**src/rtl/vga_timing_gen.sv**
```systemverilog
// VGA raster timing generator: pixel/line counters with phase FSMs and sync/blanking strobes.
// Every output is registered from the same next-position value, so all of them describe one pixel.
module vga_timing_gen #(
    parameter int H_VISIBLE = 640,
    parameter int H_FRONT   = 16,
    parameter int H_SYNC    = 96,
    parameter int H_BACK    = 48,
    parameter int V_VISIBLE = 480,
    parameter int V_FRONT   = 10,
    parameter int V_SYNC    = 2,
    parameter int V_BACK    = 33,
    parameter bit HSYNC_POL = 1'b0,
    parameter bit VSYNC_POL = 1'b0,
    parameter int CNT_W     = 16
) (
    input  logic             clk_25mhz,
    input  logic             rst,
    input  logic             pix_en,
    output logic [CNT_W-1:0] h_value,
    output logic [CNT_W-1:0] v_value,
    output logic [1:0]       h_phase,
    output logic [1:0]       v_phase,
    output logic             hsync,
    output logic             vsync,
    output logic             video_on,
    output logic             line_end,
    output logic             frame_start,
    output logic [7:0]       frame_count
);

    localparam int H_TOTAL = H_VISIBLE + H_FRONT + H_SYNC + H_BACK;
    localparam int V_TOTAL = V_VISIBLE + V_FRONT + V_SYNC + V_BACK;

    generate
        if (H_VISIBLE < 1 || H_FRONT < 1 || H_SYNC < 1 || H_BACK < 1 ||
            V_VISIBLE < 1 || V_FRONT < 1 || V_SYNC < 1 || V_BACK < 1 ||
            longint'(H_TOTAL) > (longint'(1) << CNT_W) ||
            longint'(V_TOTAL) > (longint'(1) << CNT_W)) begin : g_bad_params
            $error("vga_timing_gen: illegal timing parameters");
        end
    endgenerate

    typedef enum logic [1:0] {
        PH_VISIBLE = 2'd0,
        PH_FRONT   = 2'd1,
        PH_SYNC    = 2'd2,
        PH_BACK    = 2'd3
    } phase_t;

    localparam logic [CNT_W-1:0] ONE      = CNT_W'(1);
    localparam logic [CNT_W-1:0] H_LAST   = CNT_W'(H_TOTAL - 1);
    localparam logic [CNT_W-1:0] H_FP_BEG = CNT_W'(H_VISIBLE);
    localparam logic [CNT_W-1:0] H_SY_BEG = CNT_W'(H_VISIBLE + H_FRONT);
    localparam logic [CNT_W-1:0] H_BP_BEG = CNT_W'(H_VISIBLE + H_FRONT + H_SYNC);
    localparam logic [CNT_W-1:0] V_LAST   = CNT_W'(V_TOTAL - 1);
    localparam logic [CNT_W-1:0] V_FP_BEG = CNT_W'(V_VISIBLE);
    localparam logic [CNT_W-1:0] V_SY_BEG = CNT_W'(V_VISIBLE + V_FRONT);
    localparam logic [CNT_W-1:0] V_BP_BEG = CNT_W'(V_VISIBLE + V_FRONT + V_SYNC);

    logic [CNT_W-1:0] r_h, r_v;
    phase_t           r_h_phase, r_v_phase;
    logic             r_hsync, r_vsync, r_video_on, r_line_end, r_frame_start;
    logic [7:0]       r_frame_count;

    logic             w_h_wrap, w_v_wrap;
    logic [CNT_W-1:0] w_h_next, w_v_next;
    phase_t           w_h_phase_next, w_v_phase_next;

    assign w_h_wrap = (r_h == H_LAST);
    assign w_v_wrap = (r_v == V_LAST);
    assign w_h_next = w_h_wrap ? '0 : r_h + ONE;
    assign w_v_next = w_h_wrap ? (w_v_wrap ? '0 : r_v + ONE) : r_v;

    // Counters step by one, so a phase changes only when the next value hits a range start.
    always_comb begin
        w_h_phase_next = r_h_phase;
        if (w_h_next == '0)           w_h_phase_next = PH_VISIBLE;
        else if (w_h_next == H_FP_BEG) w_h_phase_next = PH_FRONT;
        else if (w_h_next == H_SY_BEG) w_h_phase_next = PH_SYNC;
        else if (w_h_next == H_BP_BEG) w_h_phase_next = PH_BACK;

        w_v_phase_next = r_v_phase;
        if (w_h_wrap) begin
            if (w_v_next == '0)           w_v_phase_next = PH_VISIBLE;
            else if (w_v_next == V_FP_BEG) w_v_phase_next = PH_FRONT;
            else if (w_v_next == V_SY_BEG) w_v_phase_next = PH_SYNC;
            else if (w_v_next == V_BP_BEG) w_v_phase_next = PH_BACK;
        end
    end

    always_ff @(posedge clk_25mhz) begin
        if (rst) begin
            r_h           <= '0;
            r_v           <= '0;
            r_h_phase     <= PH_VISIBLE;
            r_v_phase     <= PH_VISIBLE;
            r_hsync       <= ~HSYNC_POL;
            r_vsync       <= ~VSYNC_POL;
            r_video_on    <= 1'b1;
            r_line_end    <= 1'b0;
            r_frame_start <= 1'b1;
            r_frame_count <= 8'd0;
        end else if (pix_en) begin
            r_h           <= w_h_next;
            r_v           <= w_v_next;
            r_h_phase     <= w_h_phase_next;
            r_v_phase     <= w_v_phase_next;
            r_hsync       <= (w_h_phase_next == PH_SYNC) ? HSYNC_POL : ~HSYNC_POL;
            r_vsync       <= (w_v_phase_next == PH_SYNC) ? VSYNC_POL : ~VSYNC_POL;
            r_video_on    <= (w_h_phase_next == PH_VISIBLE) && (w_v_phase_next == PH_VISIBLE);
            r_line_end    <= (w_h_next == H_LAST);
            r_frame_start <= (w_h_next == '0) && (w_v_next == '0);
            if (w_h_wrap && w_v_wrap)
                r_frame_count <= r_frame_count + 8'd1;
        end
    end

    assign h_value     = r_h;
    assign v_value     = r_v;
    assign h_phase     = r_h_phase;
    assign v_phase     = r_v_phase;
    assign hsync       = r_hsync;
    assign vsync       = r_vsync;
    assign video_on    = r_video_on;
    assign line_end    = r_line_end;
    assign frame_start = r_frame_start;
    assign frame_count = r_frame_count;

endmodule
```
**config.mk**
```make
export PLATFORM = sky130hd
export DESIGN_NAME = vga_timing_gen
export DESIGN_NICKNAME = d
export VERILOG_FILES = /design/src/rtl/vga_timing_gen.sv
export SDC_FILE = /design/constraint.sdc
export NUM_CORES = 1
export LEC_CHECK = 0
export ABC_AREA = 1
export CORE_MARGIN = 4
export CORE_UTILIZATION = 50
export DETAILED_ROUTE_END_ITERATION = 8
export HOLD_SLACK_MARGIN = 0.03
export PLACE_DENSITY_LB_ADDON = 0.1
export SLEW_MARGIN = 20
export SYNTH_ARGS = -nofsm -noshare
export SYNTH_HDL_FRONTEND = slang
export SYNTH_SLANG_ARGS = --single-unit
```
**constraint.sdc**
```tcl
create_clock -name clk_25mhz -period 6 [get_ports clk_25mhz]
set_clock_uncertainty 0.2 [all_clocks]
set_input_delay 1.2 -clock clk_25mhz [delete_from_list [all_inputs] [get_ports clk_25mhz]]
set_output_delay 1.2 -clock clk_25mhz [all_outputs]
set_load 0.05 [all_outputs]
```
==> flow_metrics.env <==
export IMPL_outcome="finished, final reports clean"
export IMPL_cts_root_buf="clkbuf_8"
export IMPL_fin_tns_setup_ns=0
export IMPL_ys_warnings_count=0
export IMPL_cts_setup_buffers=0
export IMPL_period_minus_slack_ns=3.30
export IMPL_hold_viol_final=0
export IMPL_num_rows=30
export IMPL_wire_per_inst_um=12.8
export IMPL_ys_top_cells_by_area="dfxtp_1, nand2_1, inv_1"
export IMPL_worst_pin_slew_ns=1.06
export IMPL_clock_sinks=49
export IMPL_rsz0062_at_grt="no"
export IMPL_clk_latency_ns=0.32
export IMPL_critPathTopFamily="buffers and inverters"
export IMPL_grt_max_degree=44
export IMPL_routed_via_density=5.15
export IMPL_fin_crit_sh=0.550
export IMPL_nFillCells=677
export IMPL_synth_most_common_cell="nand2_1"
export IMPL_drc=0
export IMPL_num_vias=3739
export IMPL_hold_buffers=0
export IMPL_end_kind="register"
export IMPL_cp_max_fo=26
export IMPL_setup_viol=0
export IMPL_core_um2=6790
export IMPL_cp_arrival_ns=3.32
export IMPL_cpMaxStageDelayCell="clkdlybuf4s50_1"
export IMPL_fin_area_um2=4150
export IMPL_multi_input_area_um2=2090
export IMPL_numPortBuffers=51
export IMPL_cts_buffers=5
export IMPL_min_path_type="reg2reg"
export IMPL_ctsHtreeMaxLevel=2
export IMPL_synth_top_area_frac=0.280
export IMPL_start_kind="primary input"
export IMPL_hold_slack_ns=0.270
export IMPL_die_w_um=91.7
export IMPL_ant_nets=0
export IMPL_fmax_mhz=303
export IMPL_synth_top_cells_by_count="nand2_1, inv_1, nor2_1"
export IMPL_n_antenna_cell=0
export IMPL_seqCellArea_um2=981
export IMPL_drt_iter0_markers=263
export IMPL_dp_hpwl_mm=7.00
export IMPL_grt_pass1_vias=3361
export IMPL_ys_flop_type="dfxtp_1"
export IMPL_crit_chain="clkdlybuf4s50_1 -> inv_1 -> and3_1"
export IMPL_ctsResizeCount=0
export IMPL_critical_path_class="in2reg"
export IMPL_r2r_setup_slack_ns=3.06
export IMPL_drive_gt1_frac=0.0714
export IMPL_synth_seq_area_share=0.280
export IMPL_grt_pass1_wl_mm=15.7
export IMPL_synth_async_reset_ratio=0
export IMPL_cts_tree="done"
export IMPL_start_util=0.516
export IMPL_worst_path_buf_inv=2
export IMPL_timing_slew_headroom=0.292
export IMPL_fin_nets=638
export IMPL_gp_congestion=0.886
export IMPL_yosysUniqueCellTypes=34
export IMPL_synth_edf_count=0
export IMPL_syn_nets=598
export IMPL_die_area_um2=8410
export IMPL_pwr_density_cell_nw_per_um2=191
export IMPL_ys_ff_latch=49
export IMPL_antenna_found_initial=0
export IMPL_p_leak_nw=1.89
export IMPL_grt_usage=0.224
export IMPL_drv_cap=0
export IMPL_peakVddDrop_mv=0.145
export IMPL_grt_overflow=0
export IMPL_synth_area_leader_cell="dfxtp_1"
export IMPL_io_pins=52
export IMPL_syn_area_um2=3500
export IMPL_ctsLongestPathBuffers=2
export IMPL_clk_pin_slew_ns=0.10
export IMPL_dr_pass1_iters=5
export IMPL_final_max_slew_violation_count=0
export IMPL_critical_path_max_stage_delay_ns=1.17
export IMPL_die_h_um=91.7
export IMPL_place_area_um2=4050
export IMPL_area_growth_pct=18.4
export IMPL_avgSynthCellArea_um2=5.95
export IMPL_wirelength_mm=9.28
export IMPL_required_ns=6.02
export IMPL_synth_cells=589
[stage by stage]
step                worst slack [ns]  std cells  utilization  total power [W]
floorplan                       3.25        589            -         0.000519
global placement                2.40        718        0.596         0.000576
detailed placement              2.37        718        0.596         0.000578
CTS                             2.71        726        0.610         0.000795
global route                    2.53        726        0.610         0.000833
finish                          2.70        726        0.610         0.000792
[power breakdown]
group / internal (W) / total (W) / switching, W
registers: 0.000342 / 0.000371 / 0.0000290
clock network: 0.0000960 / 0.000220 / 0.000124
logic: 0.0000633 / 0.000201 / 0.000138
total: 0.000501 / 0.000792 / 0.000291
[metal layers]
layer / part of all wire / GRT usage / vias to the layer above
li1: - / - / 1961
met1: 0.47 / 0.309 / 1651
met2: 0.45 / 0.359 / 112
met3: 0.066 / 0.0369 / 15
met4: 0.016 / 0.0693 / 0
met5: 0 / 0 / -
[final timing paths]
check	from	endpoint	cells after the start
max	rst	frame_count[5]$_SDFFE_PP0P_	3
min	frame_count[7]$_SDFFE_PP0P_	frame_count[7]$_SDFFE_PP0P_	1
max reg2reg	h_value[0]$_SDFFE_PP0P_	vsync$_SDFFE_PP1P_	20
min reg2reg	frame_count[7]$_SDFFE_PP0P_	frame_count[7]$_SDFFE_PP0P_	1
[flip-flops by register name, summed over array words and instances (netlist names)]
| register | cells |
|---|---|
| frame_count | 8 |
| h_phase | 2 |
| video_on | 1 |
| hsync | 1 |
| frame_start | 1 |
| vsync | 1 |
| h_value | 16 |
| line_end | 1 |
| v_phase | 2 |
| v_value | 16 |
[cell type report]
class / count / share of cell area
Multi-Input combinational cell: 431 / 0.503
Sequential cell: 49 / 0.237
Timing Repair Buffer: 53 / 0.127
Inverter: 89 / 0.0805
Tap cell: 96 / 0.0290
Clock buffer: 6 / 0.0199
Clock inverter: 2 / 0.00422
[cell usage in the layout, fill, tap and decap left out, drive strengths merged]
| cell | n |
|---|---|
| o21a | 1 |
| nor3 | 9 |
| ha | 6 |
| a211oi | 4 |
| clkinv | 4 |
| a21oi | 41 |
| nor2 | 91 |
| o211ai | 1 |
| clkbuf | 6 |
| and3 | 1 |
| nand2 | 152 |
| a31o | 1 |
| inv | 87 |
| o31ai | 1 |
| clkdlybuf4s50 | 51 |
| xor2 | 7 |
| o21bai | 1 |
| a31oi | 1 |
| dfxtp | 49 |
| nor3b | 1 |
| nand3 | 51 |
| o21ai | 46 |
| nand4 | 13 |
| nor4 | 3 |
| buf | 2 |
[cells by family (layout without fill, tap and decap cells)]
family | count (synthesis) | after routing | synth area share
buffers and inverters | 109 | 150 | 0.125
xor gates and xnor gates | 7 | 7 | 0.0175
DFF | 49 | 49 | 0.280
AOI/OAI and AO/OA | 97 | 97 | 0.147
and+or+nand+nor | 321 | 321 | 0.410
adders and majority gates | 6 | 6 | 0.0214
Note: power is estimated with default switching activity, not from simulation.
